==> src/rtl/alu_pkg.sv <==
// alu_pkg: ALU op codes, control width, issue FSM state encoding and op legality check
package alu_pkg;
  localparam int CTL_W = 4;
  localparam logic [CTL_W-1:0] OP_ADD = 4'd1;
  localparam logic [CTL_W-1:0] OP_SUB = 4'd2;
  localparam logic [CTL_W-1:0] OP_MUL = 4'd3;
  localparam logic [CTL_W-1:0] OP_DIV = 4'd4;
  localparam logic [CTL_W-1:0] OP_SHR = 4'd5;
  localparam logic [CTL_W-1:0] OP_SHL = 4'd6;
  localparam logic [CTL_W-1:0] OP_ROR = 4'd7;
  localparam logic [CTL_W-1:0] OP_ROL = 4'd8;
  localparam logic [CTL_W-1:0] OP_AND = 4'd9;
  localparam logic [CTL_W-1:0] OP_OR  = 4'd10;
  localparam logic [CTL_W-1:0] OP_NOT = 4'd11;
  localparam logic [CTL_W-1:0] OP_NEG = 4'd12;
  typedef enum logic [1:0] {IDLE, DRIVE, CAPTURE, RESP} state_t;
  function automatic logic is_legal_op(input logic [CTL_W-1:0] op);
    return op >= OP_ADD && op <= OP_NEG;
  endfunction
endpackage

==> src/rtl/alu_settle_counter.sv <==
// alu_settle_counter: loadable down-counter (clock, clear_n, load, load_val) that stops at zero and flags it
module alu_settle_counter #(
  parameter int W = 4
) (
  input  logic         clock,
  input  logic         clear_n,
  input  logic         load,
  input  logic [W-1:0] load_val,
  output logic         zero
);
  logic [W-1:0] cnt;
  always_ff @(posedge clock or negedge clear_n)
    if (!clear_n) cnt <= '0;
    else if (load) cnt <= load_val;
    else if (!zero) cnt <= cnt - 1'b1;
  assign zero = cnt == '0;
endmodule

==> src/rtl/alu_issue_ctrl.sv <==
// alu_issue_ctrl: issues one req (valid/ready, op/a/b) to a combinational ALU (alu_a/b/ctl, alu_zhi/zlo), captures Z after a settle time, updates hi_q/lo_q on mul/div and returns resp (valid/ready, result/err); busy outside IDLE
module alu_issue_ctrl #(
  parameter int WIDTH         = 32,
  parameter int CTL_W         = alu_pkg::CTL_W,
  parameter int SETTLE_CYCLES = 1
) (
  input  logic             clock,
  input  logic             clear_n,
  input  logic             req_valid,
  output logic             req_ready,
  input  logic [CTL_W-1:0] req_op,
  input  logic [WIDTH-1:0] req_a,
  input  logic [WIDTH-1:0] req_b,
  output logic [WIDTH-1:0] alu_a,
  output logic [WIDTH-1:0] alu_b,
  output logic [CTL_W-1:0] alu_ctl,
  input  logic [WIDTH-1:0] alu_zhi,
  input  logic [WIDTH-1:0] alu_zlo,
  output logic             resp_valid,
  input  logic             resp_ready,
  output logic [WIDTH-1:0] resp_result,
  output logic             resp_err,
  output logic [WIDTH-1:0] hi_q,
  output logic [WIDTH-1:0] lo_q,
  output logic             busy
);
  import alu_pkg::*;
  localparam logic [3:0] SETTLE_INIT = 4'(SETTLE_CYCLES - 1);
  state_t state_q, state_d;
  logic [CTL_W-1:0] op_q;
  logic zero, accept, err_in;
  alu_settle_counter #(.W(4)) u_settle (
    .clock    (clock),
    .clear_n  (clear_n),
    .load     (state_q == IDLE),
    .load_val (SETTLE_INIT),
    .zero     (zero)
  );
  assign accept  = state_q == IDLE && req_valid;
  assign err_in  = !is_legal_op(req_op) || (req_op == OP_DIV && req_b == '0);
  assign req_ready  = state_q == IDLE;
  assign resp_valid = state_q == RESP;
  assign busy       = state_q != IDLE;
  assign alu_ctl    = (state_q == DRIVE || state_q == CAPTURE) ? op_q : '0;
  always_ff @(posedge clock or negedge clear_n)
    if (!clear_n) state_q <= IDLE;
    else state_q <= state_d;
  always_comb begin
    state_d = state_q;
    case (state_q)
      IDLE:    state_d = req_valid ? (err_in ? RESP : DRIVE) : IDLE;
      DRIVE:   state_d = zero ? CAPTURE : DRIVE;
      CAPTURE: state_d = RESP;
      RESP:    state_d = resp_ready ? IDLE : RESP;
      default: state_d = IDLE;
    endcase
  end
  always_ff @(posedge clock or negedge clear_n)
    if (!clear_n) begin
      op_q        <= '0;
      alu_a       <= '0;
      alu_b       <= '0;
      resp_result <= '0;
      resp_err    <= 1'b0;
      hi_q        <= '0;
      lo_q        <= '0;
    end else begin
      if (accept) begin
        op_q  <= req_op;
        alu_a <= req_a;
        alu_b <= req_b;
        if (err_in) begin
          resp_result <= '0;
          resp_err    <= 1'b1;
        end
      end
      if (state_q == CAPTURE) begin
        resp_result <= alu_zlo;
        resp_err    <= 1'b0;
        if (op_q == OP_MUL || op_q == OP_DIV) begin
          hi_q <= alu_zhi;
          lo_q <= alu_zlo;
        end
      end
    end
endmodule

==> config.mk <==
export PLATFORM = sky130hd
export DESIGN_NAME = alu_issue_ctrl
export DESIGN_NICKNAME = d
export VERILOG_FILES = /design/src/rtl/alu_pkg.sv /design/src/rtl/alu_settle_counter.sv /design/src/rtl/alu_issue_ctrl.sv
export SDC_FILE = /design/constraint.sdc
export NUM_CORES = 1
export LEC_CHECK = 0
export ABC_AREA = 0
export CAP_MARGIN = 20
export CORE_MARGIN = 2
export CORE_UTILIZATION = 38
export DETAILED_ROUTE_END_ITERATION = 8
export GPL_ROUTABILITY_DRIVEN = 0
export PLACE_DENSITY = 0.83
export SETUP_SLACK_MARGIN = 0.3
export SYNTH_ARGS = -nofsm -noshare
export SYNTH_HDL_FRONTEND = slang
export SYNTH_SLANG_ARGS = --single-unit
==> constraint.sdc <==
create_clock -name clock -period 1.6 [get_ports clock]
set_clock_uncertainty 0.1 [all_clocks]
set_input_delay 0.24 -clock clock [delete_from_list [all_inputs] [get_ports clock]]
set_output_delay 0.24 -clock clock [all_outputs]
set_load 0.05 [all_outputs]
==> run metrics, run 1 <==
root cell of the clock tree=clkbuf_16; FP Rows=48; Worst-Skew Late Latency=0.41 ns; largest net degree at the start of global routing=66; HPWL Detailed=13,450 um; DP Area=10,310 um2; # nets final=1,067; max-slew violations=0; All-Layer GR Usage=21.50%; top cell type's share of synthesized area=62.75%; Hold Path Depth=2; mapped cell area=6819 um2; worst hold slack=0.1067 ns; first-pass GRT wire length=31,000 um; Crit path max-delay family=buffers and inverters; post-route cell area=13,310 um2; final cycle utilization of the critical path=122.5%; CTS sink cnt=171; WL per Instance=21.28 um; cell count after synthesis=485; Starting Density=39.15%; reg2reg start=op_q[2]; post-synthesis register bit count=171; top post-synthesis cells by area=dfrtp_1 63%, mux2_2 22%, nand2b_1 2.9%; Crit Path Class=register to register; P per Cell Area=2520 nW/um2; Routed Wire Length=24,740 um; arrival time at the worst endpoint=2.17 ns; Worst Path Required=1.81 ns; Distinct cells, synth=31; CP Capture Type=register; Max Cap Viol=0; Die X=138.0 um; H-tree depth=4; run status=finished, violations left; static leakage power=6.298 nW; worst min-delay path category=input pin to register; slew margin rel.=61.32%; Hold EP=alu_b[7]; antenna diode count=0; multi-input combinational cell area=2969 um2; Synth area leader=dfrtp_1; IO Count=304; Ys Warns=0; Die ar.=19,030 um2; Worst setup SP type=register; Synthesized Nets=627; Residual DRC=0; RR Endpoint=hi_q[12]; Tot Pwr=33.54 mW; worst slew pin tran=0.5802 ns; final hold vios=0; Clock Tree Buf Depth=2; initial DRC count=210; final worst slack=-0.3605 ns; CP peak stage delay=0.42 ns; maximum vdd drop=0.001668 V; TNS Setup=-44.14 ns; cells along the critical path=nor3b_2 -> a21oi_2 -> nor3b_4 -> buf_6 -> buf_12 -> buf_12 -> buf_16 -> mux2_4; Final ANT Viol Nets=0; CTS Buf Count=17; Reg clk slew, reported paths=0.08 ns; RSZ-0062 raised after global routing=yes; core box area=17,420 um2; R2R cell count=8; CP Max Fanout=5; height of the die=138.0 um; DR vias=5,787; most used cell, CP=buf_12; Remaining Overflow, GRT=0; DR pass1 iterations=4; R2R Setup Slk=-0.36 ns; layout cells sized above 1=57.04%; vias in the first global route=5,670; Avg Cell Area, Syn=14.06 um2; post-route minimum period=1.961 ns; count of final setup violators=173; CP bufs+invs=4; failing checks=negative setup slack; CTS tree=done; IO buf count=303; slowest CP cell=dfrtp_1; part of the Yosys area used for sequential elements=62.75%; Reg area=4279 um2; hold wc startpoint=req_b[7]; area growth from synthesis to layout=95.16%; Fmax=0.5101 GHz; Fillers=967; drt via density=4.976; initial antenna violation count=0
[final cells by class]
cell class / instances / share of cell area (%)
well taps: 225 / 2.115
inverters: 9 / 0.2727
multi-input cells: 281 / 22.31
repair buffers: 445 / 38.83
clock inverters: 13 / 0.9872
clock buffers: 19 / 3.328
flip-flops and latches: 171 / 32.15
[flip-flops by register name, indices dropped and copies added (netlist names)]
name	count
hi_q	32
alu_b	32
state_q	2
resp_result	32
alu_a	32
resp_err	1
op_q	4
lo_q	32
u_settle.cnt	4
[worst reg2reg max path, delay by kind of cell (launching register included)]
family                 cells  cell delay, ns
AND/OR/NAND/NOR            2            0.46
flip-flops                 1            0.42
multiplexers               1            0.32
buffers and inverters      4            0.49
AO/OA/AOI/OAI              1            0.07
[cells in the mapped netlist, drive strengths merged]
cell type / count
nand2b: 32
xnor2: 1
nand3: 4
o21ai: 34
nand4: 1
dfrtp: 171
and2: 4
inv: 9
buf: 18
nor3: 2
o21ba: 2
mux2i: 1
nor4: 7
a21o: 1
clkbuf: 6
nor2: 8
a31oi: 1
nor4b: 1
ha: 6
a21oi: 4
a211oi: 1
nor3b: 2
nor2b: 1
mux2: 132
nand2: 36
[stage by stage]
stage | util [%] | worst slack (ns) | cells
after floorplan | - | -0.02507 | 485
after global placement | 59.21 | -0.8190 | 1023
after detailed placement | 59.21 | -0.8892 | 1023
after CTS | 68.47 | -0.2592 | 1089
after global routing | 76.41 | -0.4421 | 1163
final | 76.41 | -0.3605 | 1163
[worst max-delay path by stage]
stage                from               to  slack (ns)  cells after the start
2_1_floorplan  state_q[0]          hi_q[0]       -0.03                      6
3_3_place_gp    req_b[25]         resp_err       -0.82                      8
3_5_place_dp    req_b[25]  resp_result[23]       -0.89                      8
4_1_cts        state_q[0]       alu_ctl[0]       -0.26                      5
5_1_grt           op_q[2]         hi_q[23]       -0.44                      8
6_report          op_q[2]         hi_q[12]       -0.36                      8
[where the power goes]
| part | internal, mW | switching, mW | leakage, nW |
|---|---|---|---|
| clock network | 2.23 | 1.86 | 0.270 |
| registers | 6.38 | 1.80 | 2.10 |
| logic | 9.93 | 11.3 | 3.93 |
| total | 18.5 | 15.0 | 6.30 |
[cell usage in the layout, fill, tap and decap left out, drive strengths merged, types with 6 or more instances in the layout]
cell / instances
nand2: 36
dlygate4sd2: 19
inv: 14
dfrtp: 171
clkbuf: 23
clkdlybuf4s50: 114
buf: 306
nor2: 8
nand2b: 32
nor4: 7
o21ai: 34
ha: 6
mux2: 132
[layer usage]
metal	part of all wire, %	up-vias	global-route usage, %
met3	6.3	44	5.848
met5	0	-	0
met1	36	2959	25.15
met4	2.4	0	6.859
li1	-	2561	-
met2	56	223	38.26
[repair_timing]
action / in CTS / in global routing
resized for setup: 168 / 184
cloned: 11 / 5
endpoints found under the setup margin: 337 / 338
buffers inserted: 22 / 69
pin swaps: 10 / 6
hold endpoints to repair: 52 / 0
hold buffers: 1 / 0
[kinds of logic after synthesis]
kind of cell               count (synthesis)  share of synthesized area [%]
DFF                                      171                          62.75
muxes                                    133                          21.95
and+or+nand+nor                           98                          7.578
AOI/OAI and AO/OA                         43                          3.486
buffers and inverters                     33                          3.009
adders and majority gates                  6                          1.101
xor gates and xnor gates                   1                         0.1285
Note: power is estimated with default switching activity, not from simulation.
==> run 2, diff against run 1 <==
CORE_UTILIZATION = 39   (was 38)
CTS_BUF_LIST = sky130_fd_sc_hd__clkbuf_8   (was not set)
PLACE_DENSITY = 0.85   (was 0.83)
==> run metrics, run 2 (same netlist as run 1, synthesis figures left out) <==
FP Rows=48 (unchanged); post-route cell area=13,230 um2 (was 13,310 um2); core box area=17,180 um2 (was 17,420 um2); area growth from synthesis to layout=93.95% (was 95.16%); CP Max Fanout=4 (was 5); worst min-delay path category=input pin to async pin (was input pin to register); static leakage power=6.165 nW (was 6.298 nW); cells along the critical path=buf_6 -> inv_4 -> ha_4 -> and2_4 -> buf_12 (was nor3b_2 -> a21oi_2 -> nor3b_4 -> buf_6 -> buf_12 -> buf_12 -> buf_16 -> mux2_4); Fillers=956 (was 967); CP bufs+invs=3 (was 4); WL per Instance=20.67 um (was 21.28 um); maximum vdd drop=0.001613 V (was 0.001668 V); H-tree depth=4 (unchanged); multi-input combinational cell area=2918 um2 (was 2969 um2); run status=finished, violations left (unchanged); drt via density=4.905 (was 4.976); CTS sink cnt=171 (unchanged); CP endpoint=alu_ctl[3] (was hi_q[12]); P per Cell Area=2469 nW/um2 (was 2520 nW/um2); Routed Wire Length=24,410 um (was 24,740 um); Fmax=0.5170 GHz (was 0.5101 GHz); DR vias=5,793 (was 5,787); most frequent cells in the layout=170 x dfrtp_1, 156 x buf_6, 132 x clkdlybuf4s50_1 (was 171 x dfrtp_1, 165 x buf_6, 114 x clkdlybuf4s50_1); Reg clk slew, reported paths=0.10 ns (was 0.08 ns); CP peak stage delay=0.41 ns (was 0.42 ns); first-pass GRT wire length=35,220 um (was 31,000 um); reg2reg start=state_q[0] (was op_q[2]); Die X=136.2 um (was 138.0 um); HPWL Detailed=14,070 um (was 13,450 um); Worst path depth=5 (was 8); arrival time at the worst endpoint=1.59 ns (was 2.17 ns); R2R Setup Slk=-0.31 ns (was -0.36 ns); post-route minimum period=1.934 ns (was 1.961 ns); vias in the first global route=6,332 (was 5,670); antenna diode count=0 (unchanged); Max Cap Viol=0 (unchanged); CTS Buf Count=17 (unchanged); final hold vios=0 (unchanged); worst hold slack=0.1468 ns (was 0.1067 ns); CTS tree=done (unchanged); CP Capture Type=primary output (was register); most common cell after layout, fill and taps aside=dfrtp_1 (unchanged); fin cells=1,181 (was 1,163); final cycle utilization of the critical path=120.9% (was 122.5%); Clock Tree Buf Depth=2 (unchanged); final worst slack=-0.3342 ns (was -0.3605 ns); Starting Density=39.70% (was 39.15%); Die ar.=18,560 um2 (was 19,030 um2); initial DRC count=240 (was 210); initial antenna violation count=0 (unchanged); RR Endpoint=lo_q[6] (was hi_q[12]); Crit path max-delay family=flip-flops (was buffers and inverters); Place WS=-0.5649 ns (was -0.8892 ns); failing checks=negative setup slack (unchanged); Worst Path Required=1.26 ns (was 1.81 ns); height of the die=136.2 um (was 138.0 um); Worst setup SP type=register (unchanged); slowest CP cell=dfrtp_1 (unchanged); Crit Path Class=register to primary output (was register to register); count of final setup violators=173 (unchanged); RSZ-0062 raised after global routing=yes (unchanged); # nets final=1,085 (was 1,067); IO buf count=303 (unchanged); IO Count=304 (unchanged); Finished Core Util=77.00% (was 76.41%); DR pass1 iterations=4 (unchanged); Remaining Overflow, GRT=0 (unchanged); slew margin rel.=69.53% (was 61.32%); DP Area=10,390 um2 (was 10,310 um2); worst setup path start=state_q[1] (was op_q[2]); All-Layer GR Usage=25.31% (was 21.50%); placed insts=1,030 (was 1,023); max-slew violations=0 (unchanged); Final ANT Viol Nets=0 (unchanged); R2R cell count=8 (unchanged); root cell of the clock tree=clkbuf_8 (was clkbuf_16); layout cells sized above 1=57.53% (was 57.04%); worst slew pin tran=0.4557 ns (was 0.5802 ns); Residual DRC=0 (unchanged); largest net degree at the start of global routing=41 (was 66); Reg area=4280 um2 (was 4279 um2); Worst-Skew Late Latency=0.46 ns (was 0.41 ns)
-- run 2: per-layer routing --
metal	GRT usage, %	vias up	part of all wire, %
met2	46.20	249	54
met4	9.491	0	3.0
met1	27.06	2900	35
met5	0	-	0
met3	8.315	50	7.6
li1	-	2594	-
-- run 2: how the worst min path moves through the flow --
stage | startpoint | to | slack [ns] | cells past startpoint
final | clear_n | hi_q[3] | 0.15 | 2
after global routing | clear_n | hi_q[28] | 0.17 | 2
after CTS | clear_n | hi_q[3] | 0.13 | 2
after detailed placement | clear_n | hi_q[28] | 0.07 | 1
after global placement | clear_n | hi_q[28] | 0.07 | 1
after floorplan | clear_n | alu_a[0] | -0.16 | 0
-- run 2: timing repair --
| action | in CTS | in global routing |
|---|---|---|
| pin swaps | 6 | 8 |
| setup endpoints to repair | 337 | 338 |
| hold buffers | 1 | 2 |
| gates cloned | 15 | 0 |
| hold endpoints to repair | 171 | 2 |
| setup buffers | 53 | 48 |
| resized for setup | 271 | 58 |
-- run 2: area by class of cell --
cell class	count	share of cell area [%]
repair buffers	462	40.34
flip-flops and latches	171	32.37
multi-input cells	282	22.06
well taps	225	2.129
clock buffers	18	1.873
clock inverters	14	0.9177
inverters	9	0.3122
-- run 2: where the power goes --
group | total, mW | internal, mW | switching, mW
combinational | 21.6 | 10.2 | 11.5
clock | 2.98 | 1.28 | 1.70
sequential | 8.06 | 6.37 | 1.68
-- run 2: worst register-to-register path: stages (launching register included) --
cell	delay, ns
dfrtp_1	0.41
inv_2	0.08
buf_4	0.11
ha_4	0.12
nor3b_4	0.21
buf_12	0.20
buf_12	0.12
buf_16	0.11
mux2_2	0.34
-- run 2: stage by stage --
stage	setup TNS [ns]	power (mW)
CTS	-28.72	30.96
global route	-44.21	33.88
global placement	-31.69	23.89
floorplan	-2.004	17.93
finish	-34.29	32.65
detailed placement	-32.16	24.21
==> run 3, diff against run 2 <==
CELL_PAD_IN_SITES_DETAIL_PLACEMENT = 2   (was not set)
CELL_PAD_IN_SITES_GLOBAL_PLACEMENT = 2   (was not set)
CORE_UTILIZATION = 25   (was 39)
==> run metrics, run 3 (same netlist as run 1, synthesis figures left out) <==
Routed Wire Length=38,140 um (was 24,410 um); largest net degree at the start of global routing=50 (was 41); Reg clk slew, reported paths=0.12 ns (was 0.10 ns); Remaining Overflow, GRT=0 (unchanged); first-pass GRT wire length=50,070 um (was 35,220 um); Worst setup SP type=register (unchanged); final worst slack=-0.4541 ns (was -0.3342 ns); layout cells sized above 1=63.37% (was 57.53%); CP Capture Type=register (was primary output); Starting Density=25.37% (was 39.70%); arrival time at the worst endpoint=2.30 ns (was 1.59 ns); RSZ-0062 raised after global routing=yes (unchanged); FP Rows=60 (was 48); core box area=26,880 um2 (was 17,180 um2); fin cells=1,381 (was 1,181); initial DRC count=199 (was 240); CP Max Fanout=5 (was 4); Worst Path Required=1.85 ns (was 1.26 ns); All-Layer GR Usage=23.85% (was 25.31%); antenna diode count=0 (unchanged); height of the die=169.2 um (was 136.2 um); IO buf count=303 (unchanged); H-tree depth=4 (unchanged); post-route minimum period=2.054 ns (was 1.934 ns); HPWL Detailed=18,630 um (was 14,070 um); slew margin rel.=72.00% (was 69.53%); DR pass1 iterations=4 (unchanged); initial antenna violation count=1 (was 0); TNS Setup=-55.47 ns (was -34.29 ns); DR vias=6,338 (was 5,793); Die X=169.2 um (was 136.2 um); Die ar.=28,610 um2 (was 18,560 um2); maximum vdd drop=0.001483 V (was 0.001613 V); root cell of the clock tree=clkbuf_8 (unchanged); R2R Setup Slk=-0.45 ns (was -0.31 ns); CTS tree=done (unchanged); drt via density=4.589 (was 4.905); run status=finished, violations left (unchanged); count of final setup violators=174 (was 173); final hold vios=0 (unchanged); vias in the first global route=7,343 (was 6,332); static leakage power=6.942 nW (was 6.165 nW); placed insts=1,153 (was 1,030); Max Cap Viol=0 (unchanged); P per Cell Area=2495 nW/um2 (was 2469 nW/um2); Final ANT Viol Nets=0 (unchanged); CTS sink cnt=171 (unchanged); most common cell after layout, fill and taps aside=buf_4 (was dfrtp_1); most frequent cells in the layout=173 x buf_4, 164 x dfrtp_1, 154 x buf_6 (was 170 x dfrtp_1, 156 x buf_6, 132 x clkdlybuf4s50_1); Fmax=0.4868 GHz (was 0.5170 GHz); worst slew pin tran=0.4165 ns (was 0.4557 ns); Residual DRC=0 (unchanged); # nets final=1,169 (was 1,085); worst min-delay path category=input pin to register (was input pin to async pin); Crit Path Class=register to register (was register to primary output); Clock Tree Buf Depth=2 (unchanged); max-slew violations=0 (unchanged); failing checks=negative setup slack (unchanged); area growth from synthesis to layout=114.7% (was 93.95%); Worst-Skew Late Latency=0.48 ns (was 0.46 ns); CTS Buf Count=17 (unchanged); WL per Instance=27.62 um (was 20.67 um); IO Count=304 (unchanged); final cycle utilization of the critical path=128.4% (was 120.9%)
-- run 3: cell count changes in the layout (fill, tap and decap cells not counted), sizes merged --
| cell | before | now |
|---|---|---|
| buf | 325 | 411 |
| bufinv | 1 | 2 |
| clkbuf | 18 | 20 |
| clkdlybuf4s15 | 0 | 1 |
| clkdlybuf4s50 | 132 | 119 |
| clkinvlp | 1 | 0 |
| dlygate4sd2 | 0 | 14 |
| dlygate4sd3 | 3 | 1 |
| dlymetal6s2s | 2 | 0 |
| inv | 16 | 15 |
| nand2 | 37 | 36 |
-- run 3: worst max-delay path: stages (launching register included) --
cell and delay (ns):
dfrtp_1 0.43, inv_2 0.09, buf_6 0.10, ha_4 0.12, nor3b_4 0.26, buf_6 0.15
buf_6 0.12, buf_12 0.10, buf_16 0.12, mux2_4 0.32
-- run 3: layer usage --
layer,part of all wire (%),wire length [um],vias to the layer above,track usage (%)
li1,-,-,2751,-
met1,35,13230,3275,24.97
met2,56,21460,264,45.36
met3,6.6,2514,46,7.626
met4,2.4,922,2,6.949
met5,0.034,13,-,0
-- run 3: cell type report --
type | count | area, um2
fill | 2389 | 12230
timing repair buffer | 547 | 6181
sequential | 171 | 4288
multi-input combinational | 281 | 3288
tap | 341 | 426.7
clock buffer | 19 | 261.5
clock inverter | 13 | 156.4
inverter | 9 | 41.29
-- run 3: what timing repair did --
| action | in CTS | in global routing |
|---|---|---|
| cloned | 18 | 1 |
| pin swaps | 13 | 6 |
| setup buffers | 83 | 93 |
| hold endpoints to repair | 171 | 0 |
| gates resized for setup | 382 | 60 |
| setup endpoints to repair | 337 | 339 |
| hold buffers | 1 | 0 |
-- run 3: worst paths after layout --
| kind | endpoint | startpoint | cells after the start |
|---|---|---|---|
| worst max register to register | lo_q[2] | state_q[0] | 9 |
| min in group asynchronous | op_q[3] | clear_n | 2 |
| worst max-delay path | lo_q[2] | state_q[0] | 9 |
| worst min-delay path | alu_b[22] | req_b[22] | 2 |
| worst min register to register | hi_q[0] | hi_q[0] | 1 |
| max in group asynchronous | alu_a[28] | clear_n | 3 |
-- run 3: per-stage QoR --
stage	setup slack, ns	area [um2]	utilization [%]	hold WS [ns]	power [mW]
2_1_floorplan	-0.02507	6899	-	-0.1556	17.93
3_3_place_gp	-0.7778	10640	39.58	0.06110	24.36
3_5_place_dp	-0.8921	10640	39.58	0.06220	24.99
4_1_cts	-0.3814	13630	50.72	0.03668	33.54
5_1_grt	-0.5111	14640	54.48	0.06624	37.81
6_report	-0.4541	14640	54.48	0.09169	36.53
-- run 3: power breakdown --
part	internal, mW	total (mW)	switching, mW	leakage, nW
clock network	1.52	3.50	1.98	0.216
registers	6.38	8.46	2.09	2.09
logic	11.9	24.6	12.6	4.64
total	19.8	36.5	16.7	6.94
